===== src/rtl/lsu_mem_if_if.sv =====
// Core-side and memory-side signal bundle of the load/store initiator.
// Ports: slave = LSU view, master = core plus data-memory view.
interface lsu_mem_if_if #(
    parameter int DW    = 32,
    parameter int ADDRW = 8
);
    logic             req_i;
    logic             we_i;
    logic [2:0]       funct3_i;
    logic [31:0]      addr_i;
    logic [DW-1:0]    wdata_i;
    logic             busy_o;
    logic             done_o;
    logic             err_o;
    logic [DW-1:0]    rdata_o;
    logic             mem_cs_o;
    logic             mem_we_o;
    logic [3:0]       mem_mask_o;
    logic [ADDRW-1:0] mem_addr_o;
    logic [DW-1:0]    mem_wdata_o;
    logic [DW-1:0]    mem_rdata_i;

    modport slave (
        input  req_i, we_i, funct3_i, addr_i, wdata_i, mem_rdata_i,
        output busy_o, done_o, err_o, rdata_o,
        output mem_cs_o, mem_we_o, mem_mask_o, mem_addr_o, mem_wdata_o
    );

    modport master (
        output req_i, we_i, funct3_i, addr_i, wdata_i, mem_rdata_i,
        input  busy_o, done_o, err_o, rdata_o,
        input  mem_cs_o, mem_we_o, mem_mask_o, mem_addr_o, mem_wdata_o
    );
endinterface


===== src/rtl/lsu_mem_if.sv =====
// Load/store initiator: byte address + funct3 -> word beats with lane masks.
// Ports: clk_i, rst_i (async, active-low), bus (lsu_mem_if_if.slave).
// Macro LSU_MISALIGN_SPLIT_EN enables two-beat misaligned H/W accesses.
module lsu_mem_if #(
    parameter int DW    = 32,
    parameter int ADDRW = 8
) (
    input logic          clk_i,
    input logic          rst_i,
    lsu_mem_if_if.slave  bus
);

    typedef enum logic [1:0] {
        S_IDLE,
        S_ACC1,
        S_ACC2,
        S_DONE
    } state_e;

    state_e state_q, state_d;

    logic             we_q, we_d;
    logic [2:0]       f3_q, f3_d;
    logic [ADDRW+1:0] addr_q, addr_d;
    logic [DW-1:0]    wdata_q, wdata_d;
    logic [DW-1:0]    rdata_q, rdata_d;
    logic             err_q, err_d;

    function automatic logic needs_split(input logic [2:0] f3,
                                         input logic [1:0] off);
        needs_split = (f3[1:0] == 2'b01 && off == 2'd3) ||
                      (f3[1:0] == 2'b10 && off != 2'd0);
    endfunction

    // Select bytes from the {beat2, beat1} pair and extend per funct3.
    function automatic logic [31:0] load_ext(input logic [2:0]  f3,
                                             input logic [1:0]  off,
                                             input logic [63:0] pair);
        logic [31:0] w;
        w = 32'(pair >> {off, 3'b000});
        case (f3)
            3'b000:  load_ext = {{24{w[7]}}, w[7:0]};
            3'b001:  load_ext = {{16{w[15]}}, w[15:0]};
            3'b100:  load_ext = {24'h0, w[7:0]};
            3'b101:  load_ext = {16'h0, w[15:0]};
            default: load_ext = w;
        endcase
    endfunction

    // Request decode, seen only while idle.
    logic size_ok;
    logic bad_in;

    always_comb begin
        if (bus.we_i)
            size_ok = (bus.funct3_i inside {3'b000, 3'b001, 3'b010});
        else
            size_ok = (bus.funct3_i inside {3'b000, 3'b001, 3'b010,
                                            3'b100, 3'b101});
`ifdef LSU_MISALIGN_SPLIT_EN
        bad_in = !size_ok;
`else
        bad_in = !size_ok || needs_split(bus.funct3_i, bus.addr_i[1:0]);
`endif
    end

    // Lane data and masks from the latched request.
    logic [1:0]  off_l;
    logic        split_l;
    logic [31:0] rep;
    logic [3:0]  base;
    logic [31:0] lane;
    logic [3:0]  mask1;
    logic [ADDRW-1:0] word1;
`ifdef LSU_MISALIGN_SPLIT_EN
    logic [7:0]  m8;
    logic [3:0]  mask2;
    logic [ADDRW-1:0] word2;
`endif

    always_comb begin
        off_l   = addr_q[1:0];
        split_l = needs_split(f3_q, off_l);
        word1   = addr_q[ADDRW+1:2];
        case (f3_q[1:0])
            2'b00: begin
                rep  = {4{wdata_q[7:0]}};
                base = 4'b0001;
            end
            2'b01: begin
                rep  = {2{wdata_q[15:0]}};
                base = 4'b0011;
            end
            default: begin
                rep  = wdata_q;
                base = 4'b1111;
            end
        endcase
        // Rotate left by whole bytes so each byte lands in its lane.
        lane = 32'(({rep, rep} << {off_l, 3'b000}) >> 32);
`ifdef LSU_MISALIGN_SPLIT_EN
        m8    = {4'b0000, base} << off_l;
        mask1 = m8[3:0];
        mask2 = m8[7:4];
        word2 = word1 + ADDRW'(1);
`else
        mask1 = base << off_l;
`endif
    end

    // State register.
    always_ff @(posedge clk_i or negedge rst_i) begin
        if (!rst_i)
            state_q <= S_IDLE;
        else
            state_q <= state_d;
    end

    // Next-state logic.
    always_comb begin
        state_d = state_q;
        case (state_q)
            S_IDLE: begin
                if (bus.req_i)
                    state_d = bad_in ? S_DONE : S_ACC1;
            end
            S_ACC1: begin
`ifdef LSU_MISALIGN_SPLIT_EN
                state_d = split_l ? S_ACC2 : S_DONE;
`else
                state_d = S_DONE;
`endif
            end
`ifdef LSU_MISALIGN_SPLIT_EN
            S_ACC2: state_d = S_DONE;
`endif
            S_DONE: state_d = S_IDLE;
            default: state_d = S_IDLE;
        endcase
    end

    // Request latch and load-result capture.
`ifdef LSU_MISALIGN_SPLIT_EN
    logic [31:0] beat1_q, beat1_d;
`endif

    always_comb begin
        we_d    = we_q;
        f3_d    = f3_q;
        addr_d  = addr_q;
        wdata_d = wdata_q;
        rdata_d = rdata_q;
        err_d   = err_q;
`ifdef LSU_MISALIGN_SPLIT_EN
        beat1_d = beat1_q;
`endif
        case (state_q)
            S_IDLE: begin
                if (bus.req_i) begin
                    we_d    = bus.we_i;
                    f3_d    = bus.funct3_i;
                    addr_d  = bus.addr_i[ADDRW+1:0];
                    wdata_d = bus.wdata_i;
                    err_d   = bad_in;
                end
            end
            S_ACC1: begin
`ifdef LSU_MISALIGN_SPLIT_EN
                beat1_d = bus.mem_rdata_i;
                if (!we_q && !split_l)
                    rdata_d = load_ext(f3_q, off_l, {32'h0, bus.mem_rdata_i});
`else
                if (!we_q)
                    rdata_d = load_ext(f3_q, off_l, {32'h0, bus.mem_rdata_i});
`endif
            end
`ifdef LSU_MISALIGN_SPLIT_EN
            S_ACC2: begin
                if (!we_q)
                    rdata_d = load_ext(f3_q, off_l, {bus.mem_rdata_i, beat1_q});
            end
`endif
            default: ;
        endcase
    end

    always_ff @(posedge clk_i or negedge rst_i) begin
        if (!rst_i) begin
            we_q    <= 1'b0;
            f3_q    <= 3'b000;
            addr_q  <= '0;
            wdata_q <= '0;
            rdata_q <= '0;
            err_q   <= 1'b0;
`ifdef LSU_MISALIGN_SPLIT_EN
            beat1_q <= '0;
`endif
        end else begin
            we_q    <= we_d;
            f3_q    <= f3_d;
            addr_q  <= addr_d;
            wdata_q <= wdata_d;
            rdata_q <= rdata_d;
            err_q   <= err_d;
`ifdef LSU_MISALIGN_SPLIT_EN
            beat1_q <= beat1_d;
`endif
        end
    end

    // Outputs.
    always_comb begin
        bus.busy_o      = (state_q != S_IDLE);
        bus.done_o      = (state_q == S_DONE);
        bus.err_o       = (state_q == S_DONE) && err_q;
        bus.rdata_o     = rdata_q;
        bus.mem_cs_o    = 1'b0;
        bus.mem_we_o    = 1'b0;
        bus.mem_mask_o  = 4'b0000;
        bus.mem_addr_o  = '0;
        bus.mem_wdata_o = '0;
        case (state_q)
            S_ACC1: begin
                bus.mem_cs_o    = 1'b1;
                bus.mem_we_o    = we_q;
                bus.mem_addr_o  = word1;
                bus.mem_mask_o  = we_q ? mask1 : 4'b0000;
                bus.mem_wdata_o = we_q ? lane : '0;
            end
`ifdef LSU_MISALIGN_SPLIT_EN
            S_ACC2: begin
                bus.mem_cs_o    = 1'b1;
                bus.mem_we_o    = we_q;
                bus.mem_addr_o  = word2;
                bus.mem_mask_o  = we_q ? mask2 : 4'b0000;
                bus.mem_wdata_o = we_q ? lane : '0;
            end
`endif
            default: ;
        endcase
    end

endmodule


===== src/flat_wrapper.sv =====
// flat-port wrapper written by rule: the top's interface ports become plain ports
module lsu_mem_if_flat 
#(
    parameter int DW    = 32,
    parameter int ADDRW = 8
)
  (clk_i, rst_i, bus_req_i, bus_we_i, bus_funct3_i, bus_addr_i, bus_wdata_i, bus_mem_rdata_i, bus_busy_o, bus_done_o, bus_err_o, bus_rdata_o, bus_mem_cs_o, bus_mem_we_o, bus_mem_mask_o, bus_mem_addr_o, bus_mem_wdata_o);
  lsu_mem_if_if #(.DW(DW), .ADDRW(ADDRW)) bus_i ();
  input logic clk_i;
  input logic rst_i;
  input wire logic [$bits(bus_i.req_i)-1:0] bus_req_i;
  input wire logic [$bits(bus_i.we_i)-1:0] bus_we_i;
  input wire logic [$bits(bus_i.funct3_i)-1:0] bus_funct3_i;
  input wire logic [$bits(bus_i.addr_i)-1:0] bus_addr_i;
  input wire logic [$bits(bus_i.wdata_i)-1:0] bus_wdata_i;
  input wire logic [$bits(bus_i.mem_rdata_i)-1:0] bus_mem_rdata_i;
  output wire logic [$bits(bus_i.busy_o)-1:0] bus_busy_o;
  output wire logic [$bits(bus_i.done_o)-1:0] bus_done_o;
  output wire logic [$bits(bus_i.err_o)-1:0] bus_err_o;
  output wire logic [$bits(bus_i.rdata_o)-1:0] bus_rdata_o;
  output wire logic [$bits(bus_i.mem_cs_o)-1:0] bus_mem_cs_o;
  output wire logic [$bits(bus_i.mem_we_o)-1:0] bus_mem_we_o;
  output wire logic [$bits(bus_i.mem_mask_o)-1:0] bus_mem_mask_o;
  output wire logic [$bits(bus_i.mem_addr_o)-1:0] bus_mem_addr_o;
  output wire logic [$bits(bus_i.mem_wdata_o)-1:0] bus_mem_wdata_o;
  assign bus_i.req_i = bus_req_i;
  assign bus_i.we_i = bus_we_i;
  assign bus_i.funct3_i = bus_funct3_i;
  assign bus_i.addr_i = bus_addr_i;
  assign bus_i.wdata_i = bus_wdata_i;
  assign bus_i.mem_rdata_i = bus_mem_rdata_i;
  assign bus_busy_o = bus_i.busy_o;
  assign bus_done_o = bus_i.done_o;
  assign bus_err_o = bus_i.err_o;
  assign bus_rdata_o = bus_i.rdata_o;
  assign bus_mem_cs_o = bus_i.mem_cs_o;
  assign bus_mem_we_o = bus_i.mem_we_o;
  assign bus_mem_mask_o = bus_i.mem_mask_o;
  assign bus_mem_addr_o = bus_i.mem_addr_o;
  assign bus_mem_wdata_o = bus_i.mem_wdata_o;
  lsu_mem_if #(.DW(DW), .ADDRW(ADDRW)) u_core (.clk_i(clk_i), .rst_i(rst_i), .bus(bus_i));
endmodule

===== config.mk =====
export PLATFORM = sky130hd
export DESIGN_NAME = lsu_mem_if_flat
export DESIGN_NICKNAME = d
export VERILOG_FILES = /design/src/rtl/lsu_mem_if_if.sv /design/src/rtl/lsu_mem_if.sv /design/src/flat_wrapper.sv
export SDC_FILE = /design/constraint.sdc
export NUM_CORES = 1
export LEC_CHECK = 0
export BUFFER_PORTS_ARGS = -buffer_cell sky130_fd_sc_hd__buf_2
export CAP_MARGIN = 20
export CORE_AREA = 8 8 119 99
export DETAILED_ROUTE_END_ITERATION = 7
export DIE_AREA = 0 0 127 107
export PLACE_DENSITY = 0.8
export REMOVE_ABC_BUFFERS = 1
export SETUP_SLACK_MARGIN = 0.1
export SYNTH_ARGS = -nofsm -noshare
export SYNTH_HDL_FRONTEND = slang
export SYNTH_SLANG_ARGS = --single-unit

===== constraint.sdc =====
create_clock -name clk_i -period 2 [get_ports clk_i]
set_input_delay 0.2 -clock clk_i [delete_from_list [all_inputs] [get_ports clk_i]]
set_output_delay 0.2 -clock clk_i [all_outputs]
set_load 0.03 [all_outputs]

Word level (Yosys, flattened, before mapping)

Cells that the tools add are included.

Flip-flop bits (word level): 81
Latch bits: 0
Memory bits (writable): 0
ROM bits: 0
Input port bits: 103
Logic and storage cells: 55
Memories kept: 0

Add/subtract/negate cells: 0
Multipliers: 0
Div/mod/pow operators: 0
Order comparisons: 0
Eq/ne operators: 14
Shifts and indexed selects: 3
Multiplexer cells: 14
Bitwise gates (word level): 1
Reductions and logical operators: 16

Operator list:

| operator                                            | number |
|---|---|
| one-hot mux 32 bit (4 select lines)                 | 1 |
| two-way mux 32 bit                                  | 2 |
| one-hot mux 32 bit (2 select lines)                 | 1 |
| << shifter 64 x 5 -> 64 bit                         | 1 |
| >> shifter 32 x 5 -> 32 bit                         | 1 |
| equality test 3 bit, second input constant          | 4 |
| two-way mux 4 bit                                   | 2 |
| two-way mux 8 bit                                   | 1 |
| one-hot mux 4 bit (2 select lines)                  | 1 |
| equality test 2 x 1 -> 1 bit, second input constant | 3 |
| equality test 2 bit, second input constant          | 3 |
| equality test 3 x 1 -> 1 bit, second input constant | 2 |
| logical NOT 3 bit                                   | 2 |
| nonzero test 5 bit                                  | 1 |
| logical NOT 2 bit                                   | 2 |
| two-way mux 2 bit                                   | 2 |
| one-hot mux 2 bit (2 select lines)                  | 1 |
| AND reduction 2 bit                                 | 2 |
| nonzero test 2 bit                                  | 2 |
| << shifter 4 x 2 -> 4 bit                           | 1 |
| equality test 3 x 2 -> 1 bit, second input constant | 1 |
| logical AND 1 bit                                   | 3 |
| two-way mux 1 bit                                   | 3 |
| nonzero test 3 bit                                  | 1 |
| other kinds (4)                                     | 5 |

Longest topological paths before layout

Depth in word-level cells: 8
Mapped depth: 7
Gate-level depth less buffers: 5

Least setup slack after synthesis

OpenSTA, ideal clock, no wires.

Path kind: register to output
Start: reg u_core.state_q[1]
End: out bus_mem_wdata_o[25]
Arrival: 1.948 ns
Required time: 1.800 ns
Path slack: -0.148 ns
Cell stages (with the launch flop): 6
Path buffers: 1
Path through: dfrtp_1 nand2b_1 clkinv_1 nand2_1 buf_2 a211oi_1

Longest elaborated chain between the ends: 2

Ends and longest elaborated chain:

| element                      | RTL line           | text |
|---|---|---|
| from (decl)                  | lsu_mem_if.sv:20   | `state_e state_q, state_d;` |
| from (signal assigned)       | lsu_mem_if.sv:116  | `state_q <= state_d;` |
| equality test 2 x 1 -> 1 bit | lsu_mem_if.sv:222  | `case (state_q)` |
| two-way mux 32 bit           | lsu_mem_if.sv:222  |  |
| to (decl)                    | flat_wrapper.sv:25 | `output wire logic [$bits(bus_i.mem_wdata_o)-1:0] bus_mem_wdata_o;` |

Every way passes these cells.

Worst setup path in the final report

Start: reg u_core.f3_q[0]
End: out bus_mem_wdata_o[28]

Longest elaborated chain between the ends: 5
Elaborated cells between the ends (all ways): 6
Classes of those cells: eq/ne (1); shift (1); mux (3); reduce/logical (1)

Ends and longest elaborated chain:

| element                                                                  | RTL line          | text |
|---|---|---|
| from (decl)                                                              | lsu_mem_if.sv:23  | `logic [2:0] f3_q, f3_d;` |
| from (signal assigned)                                                   | lsu_mem_if.sv:190 | `f3_q <= 3'b000;` |
| from (signal assigned)                                                   | lsu_mem_if.sv:200 | `f3_q <= f3_d;` |
| equality test 2 x 1 -> 1 bit / logical NOT 2 bit (equally long branches) | n/a               |  |
| one-hot mux 32 bit (2 select lines) *                                    | lsu_mem_if.sv:85  | `case (f3_q[1:0])` |
| << shifter 64 x 5 -> 64 bit *                                            | lsu_mem_if.sv:100 | `lane = 32'(({rep, rep} << {off_l, 3'b000}) >> 32);` |
| two-way mux 32 bit *                                                     | lsu_mem_if.sv:228 | `bus.mem_wdata_o = we_q ? lane : '0;` |
| two-way mux 32 bit *                                                     | lsu_mem_if.sv:222 |  |

Mark *: on every way between the ends. The rest lies on a longest branch, timed or not.

==> flow_summary.yaml <==
sta:
  post-route-min-period_ps: 2140
  finalHoldViolCount: 0
  report.final.slew_viol_count: 0
  fin_tns_setup_ps: -1830
  worstMarginPinSlew_ps: 452
  holdWs_ps: 85.0
  clock_skew_ps: 6.02
  finalSetupViolCount: 31
  timing.final.ws_setup_ps: -139
  rsz0062_at_grt: "yes"
  fmax_ghz: 0.467
  final.period_utilization: 1.07
  relSlewSlack: 0.698
route:
  dr_total_vias: 4791
  via_per_inst: 6.06
  route.detailed.drc: 0
  drt_pass1_iterations: 5
  wl_per_cell_um: 21.0
  ant_nets: 0
  drtIter0Drc: 480
  wl_um: 16600
clocking:
  clk_latency_ps: 340
  cts_inserted_buffers: 9
  clkTransAtPathRegs_ps: 60
  root_buffer: "clkbuf_16"
  cts_tree: "built"
  cts.sinks: 81
  cts.path.max_buffers: 2
  htree_num_levels: 3
power:
  vdd_ir_drop_max_mv: 1.04
  p_per_area_nw_per_um2: 2050
  power_mw: 14.3
  p_leak_nw: 3.14
layout:
  n_fill_cell: 686
  drive_above_1_share: 0.544
  diodes: 0
  areaGrowthSynthToFinish_pct: 46.5
  num-nets-final: 767
critical_path:
  arrival_ps: 1940
  reg2reg_depth: 7
  crit_type: "flip-flop to primary output"
  path_max_fanout: 12
  crit_start: "u_core.f3_q[0]$_DFFE_PN0P_"
  rr_startpoint: "u_core.f3_q[0]$_DFFE_PN0P_"
  r2r-end: "u_core.bus.rdata_o[29]$_DFFE_PN0P_"
  crit_path_end_kind: "primary output"
  rrSetupSlack_ps: 160
  start_kind: "flip-flop"
  critPathCapture: "bus_mem_wdata_o[28]"
  worst_ep_required_time_ps: 1800
logic_synthesis:
  synth-async-reset-ratio: 1.00
  synth_top_area_cell: "dfrtp_1"
  ys_warn_count: 0
  synth.yosys.seq_area_share: 0.425
  synth_area_leaders: "dfrtp_1 42%, mux2_2 12%, mux2i_1 9.4%"
  ys_seq_elements: 81
  synth_area_per_cell_um2: 9.95
  synthDistinctLibCells: 42
  netlist_area_um2: 4770
  yosys_most_used_dff: "dfrtp_1"
  synth_top_area_frac: 0.425
  synth-edff-count: 0
  syn_inst: 480
placement:
  gp_congestion: 0.894
  port_buffers: 161
  dp_slack_ps: -11.1
  dp_hpwl_um: 11200
global_routing:
  grt_pass1_wl_um: 24900
  antenna_found_initial: 0
  grt_use_total: 0.227
  overflow: 0
  grt_pass1_vias: 4908
  grt_max_degree: 41
worst_hold_path:
  hp-class: "input port to flip-flop"
job:
  max_cap_viol_count: 0
floorplanning:
  die_area_um2: 13600
  die_h_um: 107
  num_io_pins: 184
  core-area_um2: 9910
  rows: 33
  die_w_um: 127
  start_util: 0.482
outcome:
  status: "complete, but fails checks"
  violations: "setup timing"
==> timing repair <==
item / 4_1_cts / 5_1_grt
pin swaps: 27 / 17
hold buffers: 1 / 0
cloned: 0 / 2
setup buffers: 11 / 3
endpoints found under the setup margin: 39 / 58
gates resized for setup: 82 / 69
hold endpoints to repair: 14 / 0
==> cell type report <==
class,instances,area [um2],share of cell area
Clock buffer,10,239,0.0342
Clock inverter,6,114,0.0163
Inverter,6,30.0,0.00429
Multi-Input combinational cell,357,3020,0.431
Sequential cell,81,2030,0.291
Tap cell,122,153,0.0218
Timing Repair Buffer,209,1410,0.201
==> cell families (layout without fill, tap and decap cells) <==
logic type / count (synthesis) / count (layout) / share of synthesized area
compound gates: 129 / 129 / 0.180
buf+inv: 42 / 231 / 0.0432
simple gates: 132 / 132 / 0.138
mux: 96 / 96 / 0.215
flops: 81 / 81 / 0.425
==> stage by stage <==
step	utilization	area, um2	instances
floorplan	-	4590	444
global placement	0.591	5850	758
detailed placement	0.591	5850	758
CTS	0.668	6620	786
global route	0.706	6990	791
finish	0.706	6990	791
==> synth_stat cells (3+ instances only) <==
| cell type | n |
|---|---|
| a211oi_1 | 22 |
| a21oi_1 | 36 |
| a221o_2 | 9 |
| a221oi_1 | 8 |
| and2_0 | 6 |
| and2_1 | 10 |
| buf_2 | 15 |
| buf_4 | 6 |
| clkbuf_1 | 13 |
| clkinv_1 | 3 |
| dfrtp_1 | 81 |
| inv_1 | 3 |
| mux2_2 | 51 |
| mux2i_1 | 45 |
| nand2_1 | 22 |
| nand3_1 | 15 |
| nor2_1 | 47 |
| nor2b_1 | 10 |
| nor3_1 | 8 |
| o21ai_0 | 25 |
| o22ai_1 | 16 |
| o31a_1 | 7 |
==> layout by cell type, fill, tap and decap left out, types with 4 or more instances in the layout <==
cell	synthesis	routed
mux2i_4	0	11
clkbuf_16	0	10
a211oi_2	0	12
buf_2	15	129
dfrtp_2	0	6
a221o_2	9	9
nand3_1	15	15
a21oi_1	36	28
dfrtp_1	81	75
o31a_1	7	7
nor3_1	8	6
nor2_1	47	42
buf_6	1	18
nand2_1	22	21
buf_4	6	54
and2_0	6	6
o22ai_1	16	14
mux2i_2	0	7
mux2_2	51	51
mux2i_1	45	27
a21oi_2	0	8
buf_12	0	6
o21ai_0	25	23
nor2b_1	10	7
and2_1	10	10
a221oi_2	0	5
a211oi_1	22	7
nor2_4	0	4
clkinvlp_4	0	4
==> registers in the layout, indices dropped and copies added (netlist names) <==
register	count
u_core.addr_q	10
u_core.bus.rdata_o	32
u_core.err_q	1
u_core.f3_q	3
u_core.state_q	2
u_core.wdata_q	32
u_core.we_q	1
==> where the power goes <==
part           switching (mW)  internal, mW
clock network           0.688          1.26
registers               0.902          2.45
logic                    5.16          3.87
total                    6.75          7.58
==> worst max-delay path: stages, from the launching register on <==
cell	delay, ps
dfrtp_1	400
buf_12	170
mux2i_2	180
a211oi_2	300
nor3_1	80
a211oi_1	240
buf_4	220
==> per-layer routing <==
metal	GRT usage	share of wire	vias to the layer above
met4	0.0983	0.025	0
met2	0.373	0.50	248
li1	-	-	2144
met1	0.276	0.40	2355
met3	0.0610	0.077	44
met5	0	0	-
==> how the worst min path moves through the flow <==
stage | from | slack [ps] | cells past startpoint | endpoint
2_1_floorplan | rst_i | -100 | 0 | u_core.addr_q[0]$_DFFE_PN0P_
3_3_place_gp | rst_i | 70 | 1 | u_core.wdata_q[12]$_DFFE_PN0P_
3_5_place_dp | rst_i | 70 | 1 | u_core.wdata_q[12]$_DFFE_PN0P_
4_1_cts | bus_wdata_i[22] | 80 | 2 | u_core.wdata_q[22]$_DFFE_PN0P_
5_1_grt | bus_addr_i[5] | 80 | 2 | u_core.addr_q[5]$_DFFE_PN0P_
6_report | bus_wdata_i[22] | 90 | 2 | u_core.wdata_q[22]$_DFFE_PN0P_
(Power assumes the default switching activity.)
